[src/rtl/mat_div_seq.sv]
// Element-wise divider sequencer: walks NUM_ELEM (numerator, divisor) pairs out of
// the register file, divides each bit-serially and writes the quotient back.
// Latency: WIDTH+2 cycles per element; done pulses NUM_ELEM*(WIDTH+2)+1 cycles after start.
// Backpressure: none; start is only accepted in IDLE and ignored while busy (no queueing).
//
// Ports:
//   clk, rst_n         : clock, synchronous active-low reset
//   start              : begin a run (sampled only while idle)
//   busy, done         : busy in every non-idle state; done is a one-cycle end-of-run pulse
//   div_by_zero        : sticky until the next accepted start; set if any divisor was 0
//   ra_num/ra_den      : rf read addresses (combinational rf reads rd_num/rd_den)
//   reg_write, wa, wd  : rf write port; wa/wd hold their last value outside WRITE
//
// Optional build macro MAT_DIV_SIGNED_EN: operands are two's complement, quotient
// truncates toward zero. Without it, operands and results are unsigned.
// WIDTH must be at least 2.

module mat_div_seq #(
  parameter int WIDTH    = 32,
  parameter int AW       = 4,
  parameter int NUM_ELEM = 4,
  parameter int NUM_BASE = 0,
  parameter int DEN_BASE = 4,
  parameter int Q_BASE   = 8
) (
  input  logic             clk,
  input  logic             rst_n,
  input  logic             start,
  output logic             busy,
  output logic             done,
  output logic             div_by_zero,
  output logic [AW-1:0]    ra_num,
  output logic [AW-1:0]    ra_den,
  input  logic [WIDTH-1:0] rd_num,
  input  logic [WIDTH-1:0] rd_den,
  output logic             reg_write,
  output logic [AW-1:0]    wa,
  output logic [WIDTH-1:0] wd
);

  localparam int            CW       = (WIDTH > 1) ? $clog2(WIDTH) : 1;
  localparam logic [CW-1:0] CNT_LAST = CW'(WIDTH - 1);
  localparam logic [AW-1:0] IDX_LAST = AW'(NUM_ELEM - 1);
  localparam logic [AW-1:0] NUM_B    = AW'(NUM_BASE);
  localparam logic [AW-1:0] DEN_B    = AW'(DEN_BASE);
  localparam logic [AW-1:0] Q_B      = AW'(Q_BASE);

  typedef enum logic [2:0] {
    S_IDLE,
    S_READ,
    S_DIV,
    S_WRITE,
    S_DONE
  } state_t;

  state_t state, state_nx;

  logic [AW-1:0]    idx;
  logic [CW-1:0]    cnt;
  logic [WIDTH:0]   rem;    // partial remainder with the next dividend bit already shifted in
  logic [WIDTH-1:0] quo;    // dividend bits shift out of the top, quotient bits enter the bottom
  logic [WIDTH-1:0] den;
  logic             dbz;
  logic [AW-1:0]    wa_q;
  logic [WIDTH-1:0] wd_q;

`ifdef MAT_DIV_SIGNED_EN
  logic             num_neg;
  logic             q_neg;
  logic             den_zero;
`endif

  logic [WIDTH:0]   den_ext;
  logic [WIDTH:0]   rem_sub;
  logic [WIDTH:0]   rem_nx;
  logic             ge;
  logic [WIDTH-1:0] q_nx;
  logic [WIDTH-1:0] q_fin;
  logic [WIDTH-1:0] num_mag;
  logic [WIDTH-1:0] den_mag;

  // ---------------------------------------------------------------------------
  // FSM state register
  // ---------------------------------------------------------------------------
  always_ff @(posedge clk) begin
    if (!rst_n) begin
      state <= S_IDLE;
    end else begin
      state <= state_nx;
    end
  end

  // ---------------------------------------------------------------------------
  // FSM next state and control outputs
  // ---------------------------------------------------------------------------
  always_comb begin
    state_nx  = state;
    busy      = 1'b1;
    done      = 1'b0;
    reg_write = 1'b0;
    case (state)
      S_IDLE: begin
        busy = 1'b0;
        if (start) begin
          state_nx = S_READ;
        end
      end
      S_READ: begin
        state_nx = S_DIV;
      end
      S_DIV: begin
        if (cnt == CNT_LAST) begin
          state_nx = S_WRITE;
        end
      end
      S_WRITE: begin
        // A reset landing on the WRITE cycle must not commit the element.
        reg_write = rst_n;
        state_nx  = (idx == IDX_LAST) ? S_DONE : S_READ;
      end
      S_DONE: begin
        done     = 1'b1;
        state_nx = S_IDLE;
      end
      default: begin
        state_nx = S_IDLE;
      end
    endcase
  end

  // ---------------------------------------------------------------------------
  // Division step and operand conditioning
  // ---------------------------------------------------------------------------
  always_comb begin
    den_ext = {1'b0, den};
    rem_sub = rem - den_ext;
    // Explicit compare (not the borrow bit) so a zero divisor yields all-ones.
    ge      = (rem >= den_ext);
    rem_nx  = ((ge ? rem_sub : rem) << 1) | {{WIDTH{1'b0}}, quo[WIDTH-1]};
    q_nx    = {quo[WIDTH-2:0], ge};

`ifdef MAT_DIV_SIGNED_EN
    num_mag = rd_num[WIDTH-1] ? (~rd_num + 1'b1) : rd_num;
    den_mag = rd_den[WIDTH-1] ? (~rd_den + 1'b1) : rd_den;
    if (den_zero) begin
      // Saturate toward the sign of the numerator.
      q_fin = num_neg ? {1'b1, {(WIDTH-1){1'b0}}} : {1'b0, {(WIDTH-1){1'b1}}};
    end else if (q_neg) begin
      q_fin = ~q_nx + 1'b1;
    end else begin
      q_fin = q_nx;
    end
`else
    num_mag = rd_num;
    den_mag = rd_den;
    q_fin   = q_nx;
`endif
  end

  // ---------------------------------------------------------------------------
  // Datapath registers
  // ---------------------------------------------------------------------------
  always_ff @(posedge clk) begin
    if (!rst_n) begin
      idx      <= '0;
      cnt      <= '0;
      rem      <= '0;
      quo      <= '0;
      den      <= '0;
      dbz      <= 1'b0;
      wa_q     <= '0;
      wd_q     <= '0;
`ifdef MAT_DIV_SIGNED_EN
      num_neg  <= 1'b0;
      q_neg    <= 1'b0;
      den_zero <= 1'b0;
`endif
    end else begin
      case (state)
        S_IDLE: begin
          if (start) begin
            idx <= '0;
            dbz <= 1'b0;
          end
        end
        S_READ: begin
          // rf reads are combinational; operands are captured as this cycle ends.
          rem <= {{WIDTH{1'b0}}, num_mag[WIDTH-1]};
          quo <= {num_mag[WIDTH-2:0], 1'b0};
          den <= den_mag;
          cnt <= '0;
          if (rd_den == '0) begin
            dbz <= 1'b1;
          end
`ifdef MAT_DIV_SIGNED_EN
          num_neg  <= rd_num[WIDTH-1];
          q_neg    <= rd_num[WIDTH-1] ^ rd_den[WIDTH-1];
          den_zero <= (rd_den == '0);
`endif
        end
        S_DIV: begin
          rem <= rem_nx;
          quo <= q_nx;
          cnt <= cnt + 1'b1;
          if (cnt == CNT_LAST) begin
            // Present the finished quotient and its address for the WRITE cycle.
            wa_q <= Q_B + idx;
            wd_q <= q_fin;
          end
        end
        S_WRITE: begin
          if (idx != IDX_LAST) begin
            idx <= idx + 1'b1;
          end
        end
        default: begin
        end
      endcase
    end
  end

  assign ra_num      = NUM_B + idx;
  assign ra_den      = DEN_B + idx;
  assign wa          = wa_q;
  assign wd          = wd_q;
  assign div_by_zero = dbz;

endmodule

[config.mk]
export PLATFORM = sky130hd
export DESIGN_NAME = mat_div_seq
export DESIGN_NICKNAME = d
export VERILOG_FILES = /design/src/rtl/mat_div_seq.sv
export SDC_FILE = /design/constraint.sdc
export NUM_CORES = 1
export LEC_CHECK = 0
export ABC_AREA = 1
export CAP_MARGIN = 20
export CORE_ASPECT_RATIO = 1.1
export CORE_MARGIN = 2
export CORE_UTILIZATION = 40
export CTS_CLUSTER_DIAMETER = 100
export CTS_CLUSTER_SIZE = 30
export DETAILED_ROUTE_END_ITERATION = 8
export PLACE_DENSITY = 0.65
export SLEW_MARGIN = 15
export SYNTH_ARGS = -nofsm -noshare
export SYNTH_HDL_FRONTEND = slang
export SYNTH_SLANG_ARGS = --single-unit
[constraint.sdc]
create_clock -name clk -period 2.6 [get_ports clk]
set_input_delay 0.52 -clock clk [delete_from_list [all_inputs] [get_ports clk]]
set_output_delay 0.52 -clock clk [all_outputs]
set_load 0.1 [all_outputs]
==> metrics.txt, run 1 <==
antenna viol nets, final=0; Num CTS Buffers=17; Area Growth Syn to Fin=21.54%; Tmin final=2325 ps; post-synth top area share=33.89%; Worst Path Max Fanout=34; layout cells sized above 1=9.392%; Max Cap Viol=0; Leak=0.004836 uW; Final Cycle Share=89.44%; Residual DRC=0; Post-Syn Nets=1,442; nets=1,539; Clk pin slew, worst setup/hold paths=70 ps; Diodes inserted=0; Clock Sinks=146; port bufs=114; crit path capture type=register; Async S/R FF share, synth=0%; Fmax achieved=430.0 MHz; endpoints failing hold=0; run status=finished clean; vias per cell=4.947; Slew @ Worst Pin=693.9 ps; die width=144.0 um; Fin Hold WS=457.4 ps; post-DR wirelength/cell=14.54 um; Arrival @ worst endpoint=2630 ps; count leader, synth=nand2_1; Max IR drop VDD=0.5082 mV; vias in the first global route=8,336; Core Area=21,230 um2; GRT overflow=0; yosys warns=0; WP data required=2910 ps; H-tree levels=4; CP startpoint kind=register; Synth area leader=dfxtp_1; slowest CP cell=ha_1; Die Area=22,750 um2; Initial Util=40.62%; syn avg cell area=6.446 um2; total chip power=8622 uW; Final Max Tran Viols=0; critical path cell sequence=inv_1 > ha_1 > nand2_2 > inv_2 > nand2_1 > nand2_1 > inv_1 > nand3_2 > nand2_4 > nand2_4 > nand2_4 > nand2_8 > nand2_4 > nand2_1 > nand2_1 > a21oi_1; HP Class=reg -> reg; synth top area cells=dfxtp_1 (34%), nand2_1 (18%), inv_1 (8.2%), nor2_1 (5.7%), ha_1 (5.2%); Mapped Area=8625 um2; Finished Core Util=49.38%; Ports=115; most common flop cell mapped by yosys=dfxtp_1; TNS Setup=0 ps; Critical Path Max Stage Delay=340 ps; Slew Limit Headroom=53.31%; final setup skew=14.79 ps; Pwr per Cell Area=822.5 nW/um2; Crit Path Class=reg -> reg; placed instance area=9892 um2; first-pass GRT wire length=41,140 um; Die Y=158.0 um; Fill cells=2,180; initial antenna violation count=0; num rows=56; clock latency at the later pin of the worst-skew pair=440 ps; DR vias=8,598; RD Place Congestion=0.9841; RSZ-0062 raised after global routing=no; largest net degree at the start of global routing=82; initial drt markers=464; synth cell count leaders=nand2_1 (418), inv_1 (188), dfxtp_1 (146); Routed WL=25,280 um; Synth Register Bits=146; DP HPWL=18,690 um; Tot GR Track Use=22.90%; Final Instance Area=10,480 um2; TritonRoute pass-1 iters=5; clock root cell=clkbuf_16; post-synthesis cell type count=41; CTS max path bufs=2; hold buffer count at cts=0; TritonCTS clock tree=done; final setup fails=0; Syn Inst Count=1,338; EDFF count, synth=0; post-synthesis sequential area ratio=33.89%
kinds of logic after synthesis:
group	share of synthesized area, %
buffers and inverters	11.98
DFF	33.89
AOI/OAI and AO/OA	12.91
xor gates and xnor gates	1.625
adders and majority gates	5.455
and+or+nand+nor	34.14
final timing paths:
kind | from | end | slack [ps] | cells after the start
worst max-delay path | den[7]$_SDFFE_PN0P_ | rem[26]$_SDFFE_PN0P_ | 270 | 16
worst min-delay path | den[11]$_SDFFE_PN0P_ | den[11]$_SDFFE_PN0P_ | 460 | 2
worst max register to register | den[7]$_SDFFE_PN0P_ | rem[26]$_SDFFE_PN0P_ | 270 | 16
worst min register to register | den[11]$_SDFFE_PN0P_ | den[11]$_SDFFE_PN0P_ | 460 | 2
sequential cells by signal (all words and copies together), names as in the netlist:
signal and cells:
idx 4, den 32, cnt 5, div_by_zero 1
state 3, wa 4, quo 32, rem 33
wd 32
timing repair:
item / in CTS / in global routing
resized for setup: 0 / 1
setup endpoints to repair: 0 / 8
buffers inserted: 0 / 1
layer usage:
layer  global-route usage, %  up-vias  part of all wire, %
li1                        -     4434                    -
met1                   26.97     3907                   43
met2                   39.89      203                   48
met3                   6.292       54                  5.8
met4                   8.077        0                  3.0
met5                       0        -                    0
cells in the final DEF (no fill, tap or decap), drive strengths merged:
master	netlist	routed
clkdlybuf4s50	0	65
buf	28	66
a221oi	9	9
o21ai	66	66
nor3	3	3
xnor2	14	14
o211a	1	1
nand3b	24	24
clkinv	1	5
a31oi	24	24
ha	36	36
o211ai	1	1
nor2	140	141
nor4	9	9
clkinvlp	0	3
fa	1	1
a21o	1	1
a211oi	8	8
xor2	2	2
nand4	9	9
o22ai	1	1
nand2	429	429
o21bai	1	1
dfxtp	146	146
clkbuf	26	18
nand3	68	68
or2	1	1
a21oi	88	88
and2	5	5
inv	196	203
cell type report:
cell class	count	area [um2]	area share, %
clock buffer	18	429.2	4.094
tap	290	362.8	3.461
clock inverter	14	140.1	1.337
multi-input combinational	942	4702	44.86
sequential	146	2924	27.89
timing repair buffer	131	1181	11.27
inverter	197	743.2	7.090
critical path: cells and delay by family (launching register included):
kind	cells	cell delay (ps)
AO/OA/AOI/OAI	1	60
adder cells (fa/ha/maj)	1	340
buffers and inverters	3	170
flip-flops	1	310
AND/OR/NAND/NOR	11	1330
stage by stage:
step                      instances  setup slack [ps]
after detailed placement       1704            -1.094
final                          1738             274.6
after CTS                      1736             160.5
after global routing           1738             23.04
after global placement         1704             52.79
after floorplan                1338             33.05
power by group:
part	internal [uW]	total (uW)	switching, uW
Sequential	2420	2530	104
Combinational	1210	3710	2500
Clock	1270	2380	1120
Note: power is estimated with default switching activity, not from simulation.
==> run 2: changes to the inputs <==
- DONT_BUFFER_PORTS: unset -> 1
- PLACE_DENSITY: 0.65 -> 0.58
- clock period: 2.6 -> 2.7 ns (I/O delays scaled with it)
==> run 2 against run 1 <==
Against the previous run:
- non-clock buffer count decreased by 84
- routed wire length shrank 1.3%
- sequential share of layout area up 2.4 points
- combinational power is 8.4% lower
- design area shrank 7.7%
- die area unchanged
- clock skew up 2.8 ps
- first-iteration DRC count grew 10%
- clock-buffer cell count shrank 1
- flip-flop and latch count is the same
- cell count down 4.9%
- via count is 4.0% lower
- critical path type unchanged
==> metrics.txt, run 2 (synthesized netlist as in run 1, its figures left out) <==
initial antenna violation count=0; Num CTS Buffers=17; final setup skew=17.63 ps; Worst Path Max Fanout=34; Routed WL=24,950 um; hold buffer count at cts=0; layout cells sized above 1=8.737%; RD Place Congestion=0.9228; Pwr per Cell Area=843.9 nW/um2; post-DR wirelength/cell=15.10 um; Final Cycle Share=88.37%; Finished Core Util=45.55%; Leak=0.004479 uW; num rows=56; Final Instance Area=9671 um2; GRT overflow=0; TNS Setup=0 ps; leading cell type in the layout, fill and taps excluded=nand2_1; antenna viol nets, final=0; Max Cap Viol=0; TritonRoute pass-1 iters=6; final setup fails=0; Residual DRC=0; Arrival @ worst endpoint=2660 ps; CP startpoint kind=register; FF-to-FF End=rem[27]$_SDFFE_PN0P_; crit path capture type=register; Slew Limit Headroom=34.82%; worst reg-to-reg setup slack=310 ps; Die Y=158.0 um; Tmin final=2386 ps; first-pass GRT wire length=40,520 um; placed instance area=9104 um2; Core Area=21,230 um2; FF-to-FF Start=den[27]$_SDFFE_PN0P_; RSZ-0062 raised after global routing=no; Tot GR Track Use=22.74%; vias per cell=4.999; max reg flops=33; DP HPWL=18,140 um; TritonCTS clock tree=done; initial drt markers=511; Area Growth Syn to Fin=12.13%; CTS max path bufs=2; post-cts sizing count=0; Final Max Tran Viols=0; dpl ws=312.2 ps; Slew @ Worst Pin=976.3 ps; port bufs=0; Clk pin slew, worst setup/hold paths=70 ps; most frequent cells in the layout=nand2_1 (417), inv_1 (187), dfxtp_1 (143); Diodes inserted=0; total chip power=8161 uW; nets=1,454; H-tree levels=4; final worst slack=314.1 ps; run status=finished clean; HP Class=in -> reg; Reg2Reg Depth=14; WP data required=2970 ps; Post-CTS Setup Inserts=0; Setup crit start=den[27]$_SDFFE_PN0P_; Initial Util=40.62%; Largest Register=rem; clock latency at the later pin of the worst-skew pair=440 ps; Crit Path Class=reg -> reg; Max IR drop VDD=0.6264 mV; Fmax achieved=419.1 MHz; endpoints failing hold=0; Die Area=22,750 um2; Ports=115; largest net degree at the start of global routing=82; Clock Sinks=146; vias in the first global route=7,974; CP endpoint=rem[27]$_SDFFE_PN0P_; clock root cell=clkbuf_16; DR vias=8,258; die width=144.0 um
[run 2: changes by cell type in the layout (fill, tap and decap cells not counted), moves of 2 or more]
cell / before / now
clkdlybuf4s50_1: 65 / 0
buf_4: 62 / 45
inv_8: 2 / 5
dfxtp_1: 145 / 143
dfxtp_2: 1 / 3
[run 2: worst max-delay path, cell delays in order, from the launching register on]
cell     delay, ps
dfxtp_1        300
inv_1           50
ha_1           370
nand2_2        140
inv_2           30
nand2_1         50
nand3_1         90
a21oi_2        180
nand2_2        110
nor2_8         270
nand2_8        230
nand2_4        200
nand2_1         80
nand2_1         60
a21oi_1         50
[run 2: report_power, final]
| group | internal, uW | switching [uW] | total [uW] |
|---|---|---|---|
| registers | 2330 | 97.6 | 2430 |
| logic | 1060 | 2330 | 3400 |
| clock network | 1230 | 1110 | 2330 |
| total | 4620 | 3540 | 8160 |
[run 2: cell type report]
class,count,area (um2)
inverters,197,743.2
flip-flops and latches,146,2927
repair buffers,47,377.9
clock inverters,14,141.4
clock buffers,17,425.4
multi-input cells,941,4693
fillers,2268,11560
well taps,290,362.8
[run 2: how the worst min path moves through the flow]
stage | cells past startpoint | end | startpoint | slack, ps
CTS | 2 | wd[13]$_SDFFE_PN0P_ | rst_n | 220
global route | 2 | wd[17]$_SDFFE_PN0P_ | rst_n | 240
global placement | 2 | den[26]$_SDFFE_PN0P_ | den[26]$_SDFFE_PN0P_ | 450
floorplan | 2 | den[10]$_SDFFE_PN0P_ | den[10]$_SDFFE_PN0P_ | 430
finish | 2 | wd[13]$_SDFFE_PN0P_ | rst_n | 230
detailed placement | 2 | den[5]$_SDFFE_PN0P_ | den[5]$_SDFFE_PN0P_ | 450
[run 2: per-stage QoR]
stage | hold slack (ps) | cells
floorplan | 433.1 | 1338
finish | 230.2 | 1652
global placement | 446.7 | 1621
detailed placement | 454.1 | 1621
global route | 237.6 | 1652
CTS | 218.8 | 1652
[run 2: per-layer routing]
metal / wire length, um / global-route usage (%)
met1: 10530 / 27.00
met2: 11940 / 39.21
met3: 1819 / 6.322
met4: 669 / 8.123
met5: 0 / 0
